`src/rtl/sparce_skip_engine.sv`:
```
`default_nettype none
// ============================================================================
// Module   : sparce_skip_engine
// Purpose  : Sparsity-aware fetch redirect. Tracks which architectural
//            registers currently hold zero. Also holds a small table of
//            trigger PCs, one per entry. When a fetched PC matches a valid
//            entry and that entry's sparsity condition holds, the engine
//            requests a redirect past skip_len instructions one cycle later.
// Ports    : CLK, RST            - clock, synchronous active-high reset
//            pc, fetch_valid     - fetch-stage PC and its qualifier
//            flush               - pipeline squash (suppresses redirect)
//            wb_en/reg/data      - register writeback snoop
//            sasa_wen/addr/data  - skip-table configuration stores
//            skipping            - one-cycle redirect pulse
//            sparce_target       - redirect PC (held between pulses)
//            skip_count          - saturating count of issued skips
// Revision : 1.0 - initial release
// ============================================================================
module sparce_skip_engine #(
  parameter int          SASA_ENTRIES = 8,
  parameter logic [31:0] SASA_BASE    = 32'h0000_2000,
  parameter int          NUM_REGS     = 32,
  localparam int         RW           = $clog2(NUM_REGS),
  localparam int         IW           = $clog2(SASA_ENTRIES)
) (
  input  logic          CLK,
  input  logic          RST,
  input  logic [31:0]   pc,
  input  logic          fetch_valid,
  input  logic          flush,
  input  logic          wb_en,
  input  logic [RW-1:0] wb_reg,
  input  logic [31:0]   wb_data,
  input  logic          sasa_wen,
  input  logic [31:0]   sasa_addr,
  input  logic [31:0]   sasa_data,
  output logic          skipping,
  output logic [31:0]   sparce_target,
  output logic [31:0]   skip_count
);

  // Skip-table storage
  logic [31:0]             trig_pc_q [SASA_ENTRIES];
  logic [RW-1:0]           rs1_q     [SASA_ENTRIES];
  logic [RW-1:0]           rs2_q     [SASA_ENTRIES];
  logic [15:0]             len_q     [SASA_ENTRIES];
  logic [SASA_ENTRIES-1:0] valid_q;
  logic [SASA_ENTRIES-1:0] mode_q;
  // Set when an entry fires; cleared once a fetch shows a different PC
  logic [SASA_ENTRIES-1:0] supp_q;

  // Sparsity vector: bit i set means register i is known to hold zero
  logic [NUM_REGS-1:0]     sv_q;

  logic                    skipping_q;
  logic [31:0]             target_q;
  logic [31:0]             count_q;

  // --------------------------------------------------------------------------
  // Configuration window decode
  // --------------------------------------------------------------------------
  logic [31:0]   w_cfg_off;
  logic          w_cfg_hit;
  logic [IW-1:0] w_cfg_idx;
  logic          w_cfg_word;

  assign w_cfg_off  = sasa_addr - SASA_BASE;
  assign w_cfg_hit  = sasa_wen
                    && (sasa_addr >= SASA_BASE)
                    && (w_cfg_off < 32'(8 * SASA_ENTRIES))
                    && (sasa_addr[1:0] == 2'b00);
  assign w_cfg_idx  = w_cfg_off[IW+2:3];
  assign w_cfg_word = sasa_addr[2];

  // --------------------------------------------------------------------------
  // Per-entry match, evaluated against registered table and sparsity state
  // so same-cycle writebacks and config stores are not visible.
  // --------------------------------------------------------------------------
  logic [SASA_ENTRIES-1:0] w_hit;

  for (genvar g = 0; g < SASA_ENTRIES; g++) begin : g_entry
    logic w_cond;
    assign w_cond   = mode_q[g] ? (sv_q[rs1_q[g]] | sv_q[rs2_q[g]])
                                :  sv_q[rs1_q[g]];
    assign w_hit[g] = fetch_valid && !flush && valid_q[g]
                    && (trig_pc_q[g] == pc) && (len_q[g] != 16'd0)
                    && w_cond && !supp_q[g];
  end

  // Lowest-index hit wins: scan high to low so the last assignment sticks.
  logic          w_any;
  logic [IW-1:0] w_win_idx;
  logic [15:0]   w_win_len;

  always_comb begin
    w_any     = |w_hit;
    w_win_idx = '0;
    w_win_len = '0;
    for (int i = SASA_ENTRIES - 1; i >= 0; i--) begin
      if (w_hit[i]) begin
        w_win_idx = IW'(i);
        w_win_len = len_q[i];
      end
    end
  end

  logic [31:0] target_d;
  assign target_d = pc + {14'd0, w_win_len, 2'b00};

  // --------------------------------------------------------------------------
  // State update
  // --------------------------------------------------------------------------
  always_ff @(posedge CLK) begin
    if (RST) begin
      skipping_q <= 1'b0;
      target_q   <= '0;
      count_q    <= '0;
      sv_q       <= '1;
      valid_q    <= '0;
      mode_q     <= '0;
      supp_q     <= '0;
      for (int i = 0; i < SASA_ENTRIES; i++) begin
        trig_pc_q[i] <= '0;
        rs1_q[i]     <= '0;
        rs2_q[i]     <= '0;
        len_q[i]     <= '0;
      end
    end else begin
      skipping_q <= w_any;
      if (w_any) begin
        target_q <= target_d;
        if (count_q != 32'hFFFF_FFFF) begin
          count_q <= count_q + 32'd1;
        end
      end

      // Register 0 is hardwired zero, so its bit is never rewritten.
      if (wb_en && (wb_reg != '0)) begin
        sv_q[wb_reg] <= (wb_data == 32'd0);
      end

      // A fire can only occur when pc equals trig_pc, so the set below
      // never collides with the clear for the same entry.
      for (int i = 0; i < SASA_ENTRIES; i++) begin
        if (fetch_valid && (pc != trig_pc_q[i])) begin
          supp_q[i] <= 1'b0;
        end
      end
      if (w_any) begin
        supp_q[w_win_idx] <= 1'b1;
      end

      if (w_cfg_hit) begin
        if (!w_cfg_word) begin
          // Rewriting the trigger PC disarms the entry until word 1 is set.
          trig_pc_q[w_cfg_idx] <= sasa_data;
          valid_q[w_cfg_idx]   <= 1'b0;
        end else begin
          valid_q[w_cfg_idx] <= sasa_data[31];
          rs1_q[w_cfg_idx]   <= sasa_data[26 +: RW];
          rs2_q[w_cfg_idx]   <= sasa_data[21 +: RW];
          mode_q[w_cfg_idx]  <= sasa_data[20];
          len_q[w_cfg_idx]   <= sasa_data[15:0];
        end
      end
    end
  end

  assign skipping      = skipping_q;
  assign sparce_target = target_q;
  assign skip_count    = count_q;

  // Offset high bits and unmapped data bits carry no meaning here.
  logic w_unused_bits;
  assign w_unused_bits = ^{w_cfg_off, sasa_data};

endmodule
`default_nettype wire

```
`config.mk`:
```
export PLATFORM = sky130hd
export DESIGN_NAME = sparce_skip_engine
export DESIGN_NICKNAME = d
export VERILOG_FILES = /design/src/rtl/sparce_skip_engine.sv
export SDC_FILE = /design/constraint.sdc
export NUM_CORES = 1
export LEC_CHECK = 0
export ABC_CLOCK_PERIOD_IN_PS = 6200
export CORE_UTILIZATION = 35
export CTS_BUF_LIST = sky130_fd_sc_hd__clkbuf_8
export DETAILED_ROUTE_END_ITERATION = 8
export PLACE_DENSITY = 0.52
export SYNTH_ARGS = -nofsm -noshare
export SYNTH_HDL_FRONTEND = slang
export SYNTH_SLANG_ARGS = --single-unit
```
`constraint.sdc`:
```
create_clock -name CLK -period 6.2 [get_ports CLK]
set_input_delay 1.86 -clock CLK [delete_from_list [all_inputs] [get_ports CLK]]
set_output_delay 1.86 -clock CLK [all_outputs]
set_load 0.02 [all_outputs]
```
# After elaboration in Yosys (flattened, before gate mapping)
# Memories as Yosys holds them, arrays and structs flattened.
# Index checks and enable logic that the tools add are counted.
# word_totals
in_bits,139
ram_bits,464
n_memories,4
reg_bits,121
word_cells,254
# mem_list
name,depth,width,rd,rd_clocked_by_memory_dff,write_ports,line,rtl
trig_pc_q,8,32,8,0,8,43,logic [31:0] trig_pc_q [SASA_ENTRIES];
len_q,8,16,8,0,8,46,logic [15:0] len_q [SASA_ENTRIES];
rs1_q,8,5,8,0,8,44,logic [RW-1:0] rs1_q [SASA_ENTRIES];
rs2_q,8,5,8,0,8,45,logic [RW-1:0] rs2_q [SASA_ENTRIES];
# classes
bitwise,11
reduce_logical,83
magnitude_cmp,24
n_mux,105
n_eq_ne,17
n_addsub,3
# op_table
op,n
equality test 32 bit,8
!= test 32 bit,8
2-to-1 mux 16 bit,9
nonzero test 16 bit,8
"less-than comparator 5 x 6 -> 1 bit, second input constant",17
binary-select mux 1 bit (select 5 bit),16
2-to-1 mux 1 bit,57
logical AND 1 bit,56
2-to-1 mux 3 bit,12
"adder 32 x 1 -> 32 bit, second input constant",1
adder 32 x 18 -> 32 bit,1
bitwise mux 32 bit,1
"greater-or-equal comparator 32 x 14 -> 1 bit, second input constant",1
zero test 32 bit,1
"less-than comparator 32 x 7 -> 1 bit, second input constant",1
2-to-1 mux 32 bit,1
"!= test 32 bit, second input constant",1
OR reduction 32 bit,1
"subtractor 32 x 14 -> 32 bit, second input constant",1
bitwise mux 8 bit,2
2-to-1 mux 8 bit,2
OR reduction 16 bit,1
2-to-1 mux 5 bit,2
OR reduction 5 bit,2
other kinds (14),33

# Longest topological paths before layout
# Gate-level depths: netlist of run 1.
# depth
depth_word,21
mapped_depth,27

# Worst setup path after synthesis of run 1
# Ideal clock, no wire load.
# synth_timing
path_kind,in2reg
from,input port pc[24]
to,"register target_q[30], in the netlist sparce_target[30]"
cell_stages,26
arrival_ns,6.486
path_slack_ns,-0.413
required_ns,6.072
path_buffers,1
setup_ns,0.128
cell_sequence,clkbuf_1 xnor2_1 nand4_1 nor4_1 nand2_1 a211oi_1 a21boi_0 o21ai_0 a41oi_1 o21ai_0 mux2i_1 o21ai_0 ha_1 inv_1 fa_1 nor2b_1 o31a_1 nor2_1 o21ai_0 a21o_1 a41oi_1 a21oi_1 nand3_1 xnor2_1 mux2i_1 nor2_1
# synth_via
elab_chain_cells,14
elab_cells_between_ends,50
cone_classes,1 x add/sub; 8 x eq/ne; 8 x mux; 33 x reduce/logical
# synth_lines
item,line,rtl
from (decl),28,"input logic [31:0] pc,"
equality test 32 bit,86,&& (trig_pc_q[g] == pc) && (len_q[g] != 16'd0)
logical AND 1 bit (2 in a row),86,
logical AND 1 bit (2 in a row),87,&& w_cond && !supp_q[g];
2-to-1 mux 16 bit (8 in a row),100,if (w_hit[i]) begin
adder 32 x 18 -> 32 bit,108,"assign target_d = pc + {14'd0, w_win_len, 2'b00};"
to (signal assigned),131,target_q <= target_d;
to (decl),56,logic [31:0] target_q;
# Several ways; a longest one is shown, not always the timed one.
# A chain may end at the register's enable or synchronous reset.

# Final worst setup path of run 1
# layout_timing
from,input port pc[18]
to,"register target_q[19], in the netlist sparce_target[19]"
# Same word-level chain as after synthesis.

==> flow_summary_export.csv, run 1 <==
group,metric,value,unit
clock_tree,cts_tree,"built",
sta,period_minus_slack,6.27,ns
power_and_ir_drop,p_int,6790,uW
final_layout,area_delta_synth_final,29.7,%
global_route,grt_max_degree,79,
power_and_ir_drop,power,9200,uW
floorplanning,initial_core_util,35.3,%
floorplanning,coreArea,91700,um^2
clock_tree,clkLatencyLatePin,0.76,ns
detailed_routing,first_pass_iters,5,
power_and_ir_drop,p_comb_share,10.6,%
critical_path,arrival,6.93,ns
logic_synthesis,ys_seq_elements,585,
detailed_routing,route.met2.wl,54900,um
global_route,antenna_found_initial,6,
power_and_ir_drop,switching_power,2410,uW
logic_synthesis,yosysSeqAreaShare,50.6,%
sta,final_max_slew_viol_count,0,
detailed_routing,highest_layer,"met4",
placement,port_buffers,203,
sta,hold_viol,0,
floorplanning,die_area,93700,um^2
worst_hold_path,min_path_type,"reg -> reg",
logic_synthesis,yosysWarnings,0,
global_route,overflow,0,
critical_path,worst-path-max-fanout,7,
sta,setup_viol,8,
critical_path,startpoint_type,"input pin",
global_route,grtUsageTotal,24.8,%
sta,fin_ws,-0.0680,ns
final_layout,layout-drive-gt1-share,26.6,%
power_and_ir_drop,clock_power_share,40.1,%
logic_synthesis,syn_inst,2800,
sta,slew_headroom,11.4,%
clock_tree,clkTransAtPathRegs,0.06,ns
sta,timing.hold.ws,0.449,ns
logic_synthesis,synth_flop_cell,"edfxtp_1",
detailed_routing,wl_met3,9140,um
clock_tree,clk_path_buf_depth,3,
detailed_routing,drt.antenna.violating_nets,0,
global_route,grt_pass1_wl,171000,um
clock_tree,cts_buffers,106,
logic_synthesis,synthArstFlopShare,0,%
detailed_routing,drc_errors,0,
floorplanning,die_width,306,um
logic_synthesis,synth_top_cell_area_share,43.1,%
logic_synthesis,synth.avg_cell_area,11.6,um^2
outcome,status,"finished with violations",
floorplanning,io_pins,204,
outcome,violations,"setup timing",
power_and_ir_drop,sw_frac_of_total,26.2,%
final_layout,fin_util,45.8,%
job,drv_cap,0,
sta,max_freq,0.160,GHz
sta,timing.final.crit_share,101,%
power_and_ir_drop,seqPwrFrac,49.3,%
critical_path,cp-end-kind,"flip-flop",
logic_synthesis,synth_top_area_cell,"edfxtp_1",
logic_synthesis,synth.distinct_cells,64,
clock_tree,cts_max_level,3,
critical_path,cp_slowest_cell,"nor4_4",
sta,clock_skew,0.0477,ns
clock_tree,cts.sink_count,585,
logic_synthesis,synth_area_leaders,"edfxtp_1, and2_1, mux4_2, dfxtp_1, xnor2_1",
final_layout,nNetsFinal,3442,
detailed_routing,vias_per_cell,5.47,
detailed_routing,route.vias.total,25000,
logic_synthesis,synth_area,32400,um^2
logic_synthesis,synth_nets,2958,
placement,place.gp.congestion,0.891,
power_and_ir_drop,ir_drop,0.000135,V
critical_path,critPathKind,"in -> reg",
critical_path,critPathRequiredTime,6.86,ns
detailed_routing,m1WireLength,51300,um
clock_tree,cts_hold_buffers,0,
power_and_ir_drop,cellPowerDensity,219,nW/um^2
detailed_routing,drt_iter0_drc,2474,
detailed_routing,wl_per_cell,25.9,um
sta,worst_pin_slew,1.32,ns
detailed_routing,routed_wirelength,118000,um
global_route,grt_pass1_vias,24900,
placement,dp_hpwl,80900,um
critical_path,max_stage_delay,0.35,ns
floorplanning,num_rows,111,
power_and_ir_drop,leakage,0.0149,uW
clock_tree,cts_root_buf,"clkbuf_8",
floorplanning,die_h,306,um
sta,rsz0062_at_grt,"yes",
logic_synthesis,synth_edf_count,464,
[layer usage]
metal	vias to the layer above	track usage (%)
met5	-	0
met4	0	7.32
met3	206	3.78
met2	1113	39.7
met1	12600	34.7
li1	11100	-
[state kept, by name (all words and copies together), names as in the netlist]
name           count
rs1_q             40
len_q            128
skip_count        32
skipping           1
trig_pc_q        256
rs2_q             40
valid_q            8
sv_q              32
mode_q             8
sparce_target     32
supp_q             8
[cells in the mapped netlist, types with 24 or more instances]
| master | count |
|---|---|
| nand2b_1 | 33 |
| nand2_1 | 166 |
| nor3_1 | 34 |
| clkbuf_1 | 191 |
| a21oi_1 | 48 |
| nand4_1 | 79 |
| edfxtp_1 | 464 |
| nor4_1 | 70 |
| o21ai_0 | 59 |
| xnor2_1 | 263 |
| xor2_1 | 53 |
| mux4_2 | 125 |
| a211o_1 | 32 |
| inv_1 | 26 |
| and2_1 | 483 |
| nor2_1 | 138 |
| dfxtp_1 | 121 |
| nand3_1 | 24 |
| mux2i_1 | 85 |
[power groups by stage]
| stage | clock, uW | combinational (uW) | sequential (uW) |
|---|---|---|---|
| finish | 3690 | 974 | 4530 |
| global route | 3940 | 1010 | 4550 |
| CTS | 3770 | 931 | 4530 |
| detailed placement | 0 | 873 | 4600 |
| global placement | 0 | 872 | 4600 |
| floorplan | 0 | 435 | 4530 |
[path summary, 6_finish.rpt]
| check | cells after the start | slack [ns] | start | endpoint |
|---|---|---|---|---|
| worst max-delay path | 31 | -0.07 | pc[18] | sparce_target[19] |
| worst max register to register | 24 | 0.30 | sv_q[15] | sparce_target[19] |
| worst min register to register | 2 | 0.45 | supp_q[2] | supp_q[2] |
| worst min-delay path | 2 | 0.45 | supp_q[2] | supp_q[2] |
[stage by stage]
| step | setup slack [ns] | TNS, ns | cells | area [um^2] |
|---|---|---|---|---|
| 3_3_place_gp | -1.63 | -35.63 | 4271 | 37700 |
| 4_1_cts | 0.000593 | 0 | 4524 | 41100 |
| 6_report | -0.0680 | -0.294 | 4561 | 42000 |
| 5_1_grt | -0.190 | -1.74 | 4561 | 42000 |
| 2_1_floorplan | 0.0683 | 0 | 2800 | 32400 |
| 3_5_place_dp | -1.76 | -37.94 | 4271 | 37700 |
[cells by family (layout without fill, tap and decap cells)]
logic type	after synthesis	after routing	synth area share (%)
simple gates	1149	1149	19.9
flops	585	585	50.6
compound gates	254	254	5.29
mux	222	222	11.7
other cells	0	1	0
buf+inv	255	829	3.16
xor+xnor	316	316	8.55
fa+ha+maj	19	19	0.758
[what timing repair did]
action / CTS / global route
setup endpoints to repair: 25 / 19
gates cloned: 2 / 1
pin swaps: 72 / 108
gates resized for setup: 210 / 169
buffers inserted: 56 / 39
[area by class of cell]
type	instances	area [um^2]
multi-input cells	1960	16400
inverters	26	100
fillers	8413	49700
diodes	1	2.50
flip-flops and latches	585	16400
clock inverters	80	469
repair buffers	605	5580
well taps	1186	1480
clock buffers	118	1620
[layout by cell type, fill, tap and decap left out, types with 23 or more instances in the layout]
cell type	count
nand2b_1	32
buf_6	43
nor2_1	134
buf_4	320
o21ai_1	26
nor3_1	23
a21oi_1	43
clkdlybuf4s50_1	170
inv_1	58
a211o_1	31
xor2_1	42
clkinv_1	24
and2_1	482
mux2i_1	85
nand2_1	160
nor4_1	54
xnor2_2	46
dfxtp_1	121
buf_12	34
nand4_1	79
xnor2_1	209
edfxtp_1	464
clkbuf_8	118
mux4_2	125
o21ai_0	34
[critical path, delay by kind of cell]
kind	cells	cell delay [ns]
adders and majority gates	1	0.31
xor gates and xnor gates	2	0.30
muxes	1	0.14
AOI/OAI and AO/OA	10	1.59
and+or+nand+nor	8	1.32
buffers and inverters	9	1.38
Note: power is estimated with default switching activity, not from simulation.
==> inputs of run 2 (changes only) <==
Settings changed: CORE_UTILIZATION 35 to 49, PLACE_DENSITY 0.52 to unset, PLACE_DENSITY_LB_ADDON set to 0.3.
==> run 2 against run 1 <==
Effect of this change: wire length fell by 7.7%; the flow still finishes with violations (setup timing); first-iteration DRC count rose by 39%; cell count fell by 8.2%; register-to-register slack got worse by 0.03 ns; sequential cell count did not move; non-clock buffer count fell by 32; maximum frequency fell by 0.58%; clock-buffer cell count fell by 5; critical path depth fell by 1; via count rose by 3.0%; critical path type unchanged; sequential share of layout area rose by 0.97 points.
==> flow_summary_export.csv, run 2 (synthesis results as in run 1) <==
group,metric,value,unit
critical_path,critPathKind,"in -> reg",
final_layout,register_area,16400,um^2
final_layout,most-common-layout-cells,"and2_1, edfxtp_1, buf_4",
detailed_routing,wl_per_cell,26.1,um
floorplanning,num_rows,93,
outcome,status,"finished with violations",
placement,dp_hpwl,74300,um
global_route,grt_pass1_wl,159000,um
critical_path,r2r_slack,0.27,ns
floorplanning,io_pins,204,
final_layout,top_regs,"trig_pc_q x256, len_q x128",
clock_tree,cts_hold_buffers,0,
final_layout,area_delta_synth_final,26.6,%
critical_path,cp-end-kind,"flip-flop",
critical_path,startpoint_type,"input pin",
critical_path,worst-path-max-fanout,7,
power_and_ir_drop,cellPowerDensity,215,nW/um^2
final_layout,largest_register,"trig_pc_q",
sta,hold_viol,0,
floorplanning,die_width,259,um
floorplanning,die_h,259,um
detailed_routing,route.vias.total,25700,
detailed_routing,vias_per_cell,6.14,
detailed_routing,routed_wirelength,109000,um
critical_path,critPathRequiredTime,6.75,ns
detailed_routing,drc_errors,0,
clock_tree,cts_buffers,97,
global_route,grt_pass1_vias,25300,
final_layout,layout_commonest_cell,"and2_1",
power_and_ir_drop,ir_drop,0.000140,V
power_and_ir_drop,power,8800,uW
floorplanning,initial_core_util,49.9,%
worst_hold_path,holdCritStartpoint,"sparce_target[11]",
final_layout,finalInstanceArea,41000,um^2
clock_tree,cts_max_level,3,
detailed_routing,drt.antenna.violating_nets,0,
worst_hold_path,min_to,"sparce_target[11]",
critical_path,arrival,6.86,ns
clock_tree,cts_tree,"built",
job,drv_cap,0,
power_and_ir_drop,leakage,0.0145,uW
clock_tree,clk_path_buf_depth,3,
sta,timing.final.crit_share,102,%
final_layout,fin_util,63.2,%
clock_tree,clkTransAtPathRegs,0.06,ns
global_route,overflow,0,
final_layout,largest_register_ff_count,256,
final_layout,nNetsFinal,3402,
floorplanning,die_area,67100,um^2
placement,port_buffers,203,
critical_path,r2r_cells,25,
power_and_ir_drop,seqPwrFrac,51.5,%
power_and_ir_drop,p_comb_share,10.7,%
clock_tree,clkLatencyLatePin,0.74,ns
sta,setup_viol,12,
clock_tree,cts.sink_count,585,
sta,clock_skew,0.0354,ns
sta,period_minus_slack,6.30,ns
placement,place_ws,-1.55,ns
floorplanning,coreArea,64800,um^2
power_and_ir_drop,sw_frac_of_total,25.8,%
global_route,antenna_found_initial,6,
power_and_ir_drop,clock_power_share,37.8,%
critical_path,timing.rr.end,"sparce_target[25]",
final_layout,layout-drive-gt1-share,24.9,%
detailed_routing,drt_iter0_drc,3446,
worst_hold_path,whs_path_depth,2,
final_layout,fillers,4825,
global_route,grt_max_degree,84,
sta,fin_ws,-0.105,ns
placement,placed_area,37100,um^2
power_and_ir_drop,p_int,6530,uW
worst_hold_path,min_path_type,"reg -> reg",
sta,final_max_slew_viol_count,0,
critical_path,r2r-start,"sv_q[4]",
critical_path,max_stage_delay,0.35,ns
sta,max_freq,0.159,GHz
placement,place.gp.congestion,0.968,
critical_path,cp_slowest_cell,"a211o_4",
sta,rsz0062_at_grt,"yes",
clock_tree,cts_root_buf,"clkbuf_8",
global_route,grtUsageTotal,32.0,%
outcome,violations,"setup timing",
detailed_routing,first_pass_iters,7,
final_layout,multi_input_area,16100,um^2
power_and_ir_drop,switching_power,2270,uW
sta,worst_pin_slew,1.26,ns
sta,slew_headroom,15.9,%
run 2: power groups by stage:
| stage | Clock (uW) | Sequential [uW] | Combinational, uW |
|---|---|---|---|
| 2_1_floorplan | 0 | 4530 | 435 |
| 5_1_grt | 3520 | 4550 | 966 |
| 3_3_place_gp | 0 | 4590 | 829 |
| 6_report | 3320 | 4530 | 939 |
| 4_1_cts | 3360 | 4520 | 876 |
| 3_5_place_dp | 0 | 4600 | 837 |
run 2: per-stage QoR:
stage,std cells,hold WS [ns],setup TNS [ns]
2_1_floorplan,2800,0.427,0
3_3_place_gp,3915,0.440,-27.97
3_5_place_dp,3915,0.450,-32.09
4_1_cts,4143,0.456,0
5_1_grt,4183,0.474,-3.62
6_report,4185,0.460,-0.856
run 2: critical path, delay by kind of cell:
family          cells  cell delay, ns
xor+xnor            2            0.37
mux                 1            0.09
buf+inv             7            1.19
simple gates        6            0.89
fa+ha+maj           1            0.34
compound gates     13            2.11
run 2: worst max path at each step:
| stage | start | end | slack, ns | cells after the start |
|---|---|---|---|---|
| CTS | pc[26] | sparce_target[22] | 0.0001 | 30 |
| detailed placement | pc[21] | sparce_target[25] | -1.55 | 29 |
| floorplan | pc[30] | sparce_target[30] | 0.07 | 26 |
| finish | pc[15] | sparce_target[25] | -0.10 | 30 |
| global placement | pc[21] | sparce_target[26] | -1.37 | 30 |
| global route | pc[13] | sparce_target[25] | -0.28 | 29 |
run 2: per-layer routing:
layer | wire, um | global-route usage [%] | share of wire, % | vias up
li1 | - | - | - | 11000
met1 | 41600 | 43.3 | 38 | 12700
met2 | 50300 | 50.4 | 46 | 1753
met3 | 13100 | 6.73 | 12 | 304
met4 | 4000 | 13.1 | 3.7 | 2
met5 | 13 | 0 | 0.012 | -
run 2: repair_timing:
action,4_1_cts,5_1_grt
setup endpoints to repair,23,20
cloned,1,3
resized for setup,175,177
setup buffers,48,40
pin swaps,60,104
run 2: layout make-up:
cell class                 instances  area share, %
antenna                            4         0.0244
clock buffer                     113           3.80
timing repair buffer             573           13.2
clock inverter                    68          0.779
multi-input combinational       1961           39.4
tap                              855           2.61
inverter                          26          0.247
sequential                       585           39.9
